===== src/rtl/audio_i2s_tx.sv =====
// audio_i2s_tx: codec-side I2S transmitter with a power-up settle sequence.
// Latency: INIT_FINISH rises INIT_CYCLES edges after INIT is accepted; the first
// sample pair is latched 2*CLK_DIV cycles later, and frames then repeat every 128*CLK_DIV cycles.
// Backpressure: none. data_over tells the controller when to refresh the samples,
// and stale samples are re-sent if it does not.
module audio_i2s_tx #(
  parameter int CLK_DIV     = 8,
  parameter int INIT_CYCLES = 1024
) (
  input  logic        Clk,
  input  logic        Reset_n,
  input  logic        INIT,
  input  logic [15:0] LDATA,
  input  logic [15:0] RDATA,
  output logic        INIT_FINISH,
  output logic        data_over,
  output logic        AUD_BCLK,
  output logic        AUD_DACLRCK,
  output logic        AUD_DACDAT
);

  localparam int DIV_W = $clog2(CLK_DIV);
  localparam int SET_W = $clog2(INIT_CYCLES + 1);
  localparam logic [DIV_W-1:0] DIV_LAST = DIV_W'(CLK_DIV - 1);
  localparam logic [SET_W-1:0] SET_LAST = SET_W'(INIT_CYCLES - 1);

  typedef enum logic [1:0] {
    IDLE      = 2'd0,
    INIT_WAIT = 2'd1,
    RUN       = 2'd2
  } state_e;

  state_e             state_q, state_d;
  logic [SET_W-1:0]   settle_q, settle_d;
  logic               finish_q, finish_d;

  logic [DIV_W-1:0]   div_q, div_d;
  logic               bclk_q, bclk_d;
  logic               bclk_fall;

  logic [5:0]         bit_q, bit_d;
  logic [5:0]         bit_nxt;
  logic [15:0]        lsh_q, lsh_d;
  logic [15:0]        rsh_q, rsh_d;
  logic               over_q, over_d;
  logic               lrck_q, lrck_d;
  logic               dat_q, dat_d;

  // Sequencer: IDLE -> INIT_WAIT on INIT, settle count, then RUN until reset.
  always_comb begin
    state_d  = state_q;
    settle_d = settle_q;
    finish_d = finish_q;
    unique case (state_q)
      IDLE: begin
        if (INIT) begin
          state_d  = INIT_WAIT;
          settle_d = '0;
        end
      end
      INIT_WAIT: begin
        // INIT is deliberately ignored here so a short pulse still completes.
        if (settle_q == SET_LAST) begin
          state_d  = RUN;
          finish_d = 1'b1;
        end else begin
          settle_d = settle_q + 1'b1;
        end
      end
      RUN: begin
        state_d = RUN;
      end
      default: begin
        state_d = IDLE;
      end
    endcase
  end

  // BCLK generator: toggle every CLK_DIV cycles, only while running.
  always_comb begin
    div_d  = div_q;
    bclk_d = bclk_q;
    if (state_q == RUN) begin
      if (div_q == DIV_LAST) begin
        div_d  = '0;
        bclk_d = ~bclk_q;
      end else begin
        div_d = div_q + 1'b1;
      end
    end
  end

  // A falling BCLK edge happens on the cycle the divider wraps while BCLK is high.
  assign bclk_fall = (state_q == RUN) && (div_q == DIV_LAST) && bclk_q;
  assign bit_nxt   = bit_q + 6'd1;

  // Serializer: every output changes only on a falling BCLK edge, keyed off the new slot number.
  always_comb begin
    bit_d  = bit_q;
    lsh_d  = lsh_q;
    rsh_d  = rsh_q;
    over_d = over_q;
    lrck_d = lrck_q;
    dat_d  = dat_q;
    if (bclk_fall) begin
      bit_d = bit_nxt;
      if (bit_nxt == 6'd0) begin
        // Start of frame: capture both channels so mid-frame input changes are ignored.
        lsh_d  = LDATA;
        rsh_d  = RDATA;
        over_d = 1'b1;
        lrck_d = 1'b0;
        dat_d  = 1'b0;
      end else if (bit_nxt <= 6'd16) begin
        dat_d = lsh_q[15];
        lsh_d = {lsh_q[14:0], 1'b0};
      end else if (bit_nxt == 6'd32) begin
        // Right half begins; the controller may now present the next pair.
        lrck_d = 1'b1;
        over_d = 1'b0;
        dat_d  = 1'b0;
      end else if ((bit_nxt >= 6'd33) && (bit_nxt <= 6'd48)) begin
        dat_d = rsh_q[15];
        rsh_d = {rsh_q[14:0], 1'b0};
      end else begin
        dat_d = 1'b0;
      end
    end
  end

  // State and datapath registers; bit counter resets to 63 so the first fall lands on slot 0.
  always_ff @(posedge Clk or negedge Reset_n) begin
    if (!Reset_n) begin
      state_q  <= IDLE;
      settle_q <= '0;
      finish_q <= 1'b0;
      div_q    <= '0;
      bclk_q   <= 1'b0;
      bit_q    <= 6'd63;
      lsh_q    <= '0;
      rsh_q    <= '0;
      over_q   <= 1'b0;
      lrck_q   <= 1'b0;
      dat_q    <= 1'b0;
    end else begin
      state_q  <= state_d;
      settle_q <= settle_d;
      finish_q <= finish_d;
      div_q    <= div_d;
      bclk_q   <= bclk_d;
      bit_q    <= bit_d;
      lsh_q    <= lsh_d;
      rsh_q    <= rsh_d;
      over_q   <= over_d;
      lrck_q   <= lrck_d;
      dat_q    <= dat_d;
    end
  end

  assign INIT_FINISH = finish_q;
  assign data_over   = over_q;
  assign AUD_BCLK    = bclk_q;
  assign AUD_DACLRCK = lrck_q;
  assign AUD_DACDAT  = dat_q;

endmodule

===== config.mk =====
export PLATFORM = sky130hd
export DESIGN_NAME = audio_i2s_tx
export DESIGN_NICKNAME = d
export VERILOG_FILES = /design/src/rtl/audio_i2s_tx.sv
export SDC_FILE = /design/constraint.sdc
export NUM_CORES = 1
export LEC_CHECK = 0
export BUFFER_PORTS_ARGS = -buffer_cell sky130_fd_sc_hd__buf_2
export CAP_MARGIN = 20
export CORE_MARGIN = 2
export CORE_UTILIZATION = 30
export DETAILED_ROUTE_END_ITERATION = 16
export PLACE_DENSITY = 0.44
export SLEW_MARGIN = 10
export SYNTH_ARGS = -nofsm -noshare
export SYNTH_HDL_FRONTEND = slang
export SYNTH_SLANG_ARGS = --single-unit

===== constraint.sdc =====
create_clock -name Clk -period 5.4 [get_ports Clk]
set_input_delay 1.08 -clock Clk [delete_from_list [all_inputs] [get_ports Clk]]
set_output_delay 1.08 -clock Clk [all_outputs]
set_load 0.01 [all_outputs]

==> metrics <==
Final Core Density 36.4%; Starting Density 31.2%; fraction of registers with async set/reset 100%; die area between 10,000 and 15,000 µm²; initial antenna violation count 0; Pre-antenna DRT Iters 4; Post-Synth XOR/XNOR Area 4.22%; Int Pwr 0.826 mW; P_leak about 1.8 nW; Slew Viols, Final 0; Die X 105 µm; share of cells above drive strength 1 37.3%; largest stage delay on the critical path 0.67 ns; post-CTS sizing 0; synthesized netlist net count 301; Placer Congestion 0.668; Yosys Warn Count 0; setup bufs post-CTS 0; most frequent cells in the layout dfrtp_1, mux2_2, buf_2; worst-path fanout max 33; Layout area overhead 16.6%; worst setup margin 2.66 ns; Period Utilization, post-route 50.8%; crit path kind reg2reg; Max VDD drop 0.103 mV; crit path buf inv count 1; mux contribution to synthesized area 24.7%; Worst R2R Path Depth 6; Power Density 323 nW/µm²; CP endpoint rsh_q[6]$_DFFE_PN0P_; GRT Util Overall 11.4%; RSZ-0062 raised after global routing no; Post-Synthesis Cells 257; Crit. End Element register; endpoints failing setup 0; hold_ws 0.479 ns; Post-Syn Area 3080 µm²; core area 9860 µm²; Vias 1,974; Residual DRC 0; Setup Slack @ Placement 2.57 ns; Synth Area in Compound Gates under 10%; Port Buf Inserts 39; H-tree levels 3; synthesized-area fraction occupied by and/or/nand/nor cells 12.7%; post-synth cell types 43; Max Cap Viol 0; syn avg cell area 12.0 µm²; WP data arrival 2.96 ns; worst path cell trace and2_1 > nand4_2 > o21ai_2 > buf_4 > o21a_1 > mux2_2; Chip Height 105 µm; crit path time final 2.74 ns; maximum clock insertion buffer count 2; Critical path origin bit_q[1]$_DFFE_PN1P_; Critical Path Source Type register; Root Buffer clkbuf_8; fmax 365 MHz; #FFs+latches synth 59; Fin Setup TNS 0 ns; adder-cell share of the synthesized area 3.66%; diode count 0; number of synthesized flops with an enable pin 0; Cell Rows 36; Reg power frac 46.0%; critical path required time between 5 and 6 ns; logic gate share of total power 19.3%; GR Overflow Total 0; worst r2r src bit_q[1]$_DFFE_PN1P_; Switching Fraction 28.8%; final-layout fill cell count roughly 990; clock power share 34.7%; Num CTS Buffers 9; WHS Path Cells 1; vias in the first global route 2,165; Top delay family on crit path compound AO/OA/AOI/OAI gates; clock skew 0.00906 ns; pin count of the biggest net entering global routing 60; Reg clk slew, reported paths around 0.070 ns; Critical-path top delay cell o21a_1; post-synthesis sequential area ratio ~48%; DP HPWL 3760 µm; final wirelength 5730 µm; slew margin rel. 47.2%; worst-margin pin slew 0.790 ns; Final Hold Vio Count 0; Clock Sinks 59; cell area after layout roughly 3600 µm²; status finished clean; antenna-violating nets left 0; flop2flop setup slack 2.66 ns; most used flip-flop cell after synthesis dfrtp_1; Top-Level Pins 40; DRT iter0 DRCs 39; main combinational cell family by area after synthesis multiplexers; commonest non-fill, non-tap cell in the layout dfrtp_1; vias per cell 4.53; first-pass GRT wire length about 10,000 µm; Hold-fix buffers, CTS 0; CTS tree yes; Net Sw Power 0.334 mW; r2r endpoint rsh_q[6]$_DFFE_PN0P_; fin nets roughly 340; worst skew pair latency 0.34 ns; Hold/Removal Path Class reg2reg; routed length per instance 13.1 µm; Stages on worst setup path 6; Placed Area 3400 µm²
-- registers in the layout (all words and copies together), names as in the netlist, 2 cells and up --
signal,flops
bit_q,6
div_q,3
lsh_q,16
rsh_q,16
settle_q,11
state_q,2
-- per-stage QoR --
stage                     power (mW)  instances
after floorplan                0.699        257
after global placement         0.765        420
after detailed placement       0.773        420
after CTS                       1.19        436
after global routing            1.25        436
final                           1.16        436
-- power by group through the flow --
stage,Sequential [mW],Combinational [mW],Clock [mW]
after global routing,0.544,0.261,0.443
final,0.534,0.224,0.403
after CTS,0.535,0.229,0.426
after global placement,0.541,0.224,0
after detailed placement,0.543,0.230,0
after floorplan,0.536,0.163,0
-- final cells by class --
class / instances / area (µm²) / area share (%)
clock buffers: 12 / 145 / 4.04
clock inverters: 4 / 50.0 / 1.39
inverters: 9 / 33.8 / 0.940
multi-input cells: 178 / 1500 / 41.8
flip-flops and latches: 59 / 1480 / 41.3
well taps: 133 / 166 / 4.63
repair buffers: 41 / 210 / 5.85
-- routing by layer --
layer,vias up,part of all wire [%],track usage [%]
met5,-,0,0
met2,33,45,18.0
met4,0,2.0,5.24
met1,949,49,14.3
li1,980,-,-
met3,12,4.4,3.46
-- kinds of logic after synthesis --
group,count (synthesis)
AOI/OAI and AO/OA,17
muxes,68
xor gates and xnor gates,14
adders and majority gates,9
DFF,59
and+or+nand+nor,70
buffers and inverters,20
-- cells in the mapped netlist (2+ instances only) --
| library cell | count | area share, % |
|---|---|---|
| dfstp_2 | 6 | 5.1 |
| o21a_1 | 2 | 0.49 |
| mux2i_1 | 3 | 0.97 |
| buf_2 | 3 | 0.49 |
| nor2_1 | 11 | 1.3 |
| clkbuf_1 | 4 | 0.49 |
| nand2b_1 | 3 | 0.61 |
| nand2_1 | 17 | 2.1 |
| nand3_1 | 9 | 1.5 |
| a21oi_1 | 2 | 0.32 |
| o21ai_0 | 6 | 0.97 |
| mux2_1 | 18 | 6.6 |
| mux2_2 | 47 | 17 |
| ha_1 | 9 | 3.7 |
| and3_1 | 7 | 1.4 |
| xnor2_1 | 5 | 1.4 |
| and3b_1 | 2 | 0.57 |
| and2_1 | 4 | 0.81 |
| dfrtp_1 | 53 | 43 |
| nor2b_1 | 2 | 0.41 |
| or3_1 | 2 | 0.41 |
| nand4b_1 | 2 | 0.57 |
| buf_4 | 2 | 0.49 |
| inv_1 | 9 | 1.1 |
| xor2_1 | 8 | 2.3 |
| nand4_1 | 4 | 0.81 |
-- worst min path at each step --
| stage | from | endpoint |
|---|---|---|
| floorplan | rsh_q[15]$_DFFE_PN0P_ | rsh_q[15]$_DFFE_PN0P_ |
| global placement | rsh_q[10]$_DFFE_PN0P_ | rsh_q[10]$_DFFE_PN0P_ |
| detailed placement | INIT_FINISH$_DFFE_PN0P_ | INIT_FINISH$_DFFE_PN0P_ |
| CTS | INIT_FINISH$_DFFE_PN0P_ | INIT_FINISH$_DFFE_PN0P_ |
| global route | lsh_q[13]$_DFFE_PN0P_ | lsh_q[13]$_DFFE_PN0P_ |
| finish | INIT_FINISH$_DFFE_PN0P_ | INIT_FINISH$_DFFE_PN0P_ |
Note: power is estimated with default switching activity, not from simulation.
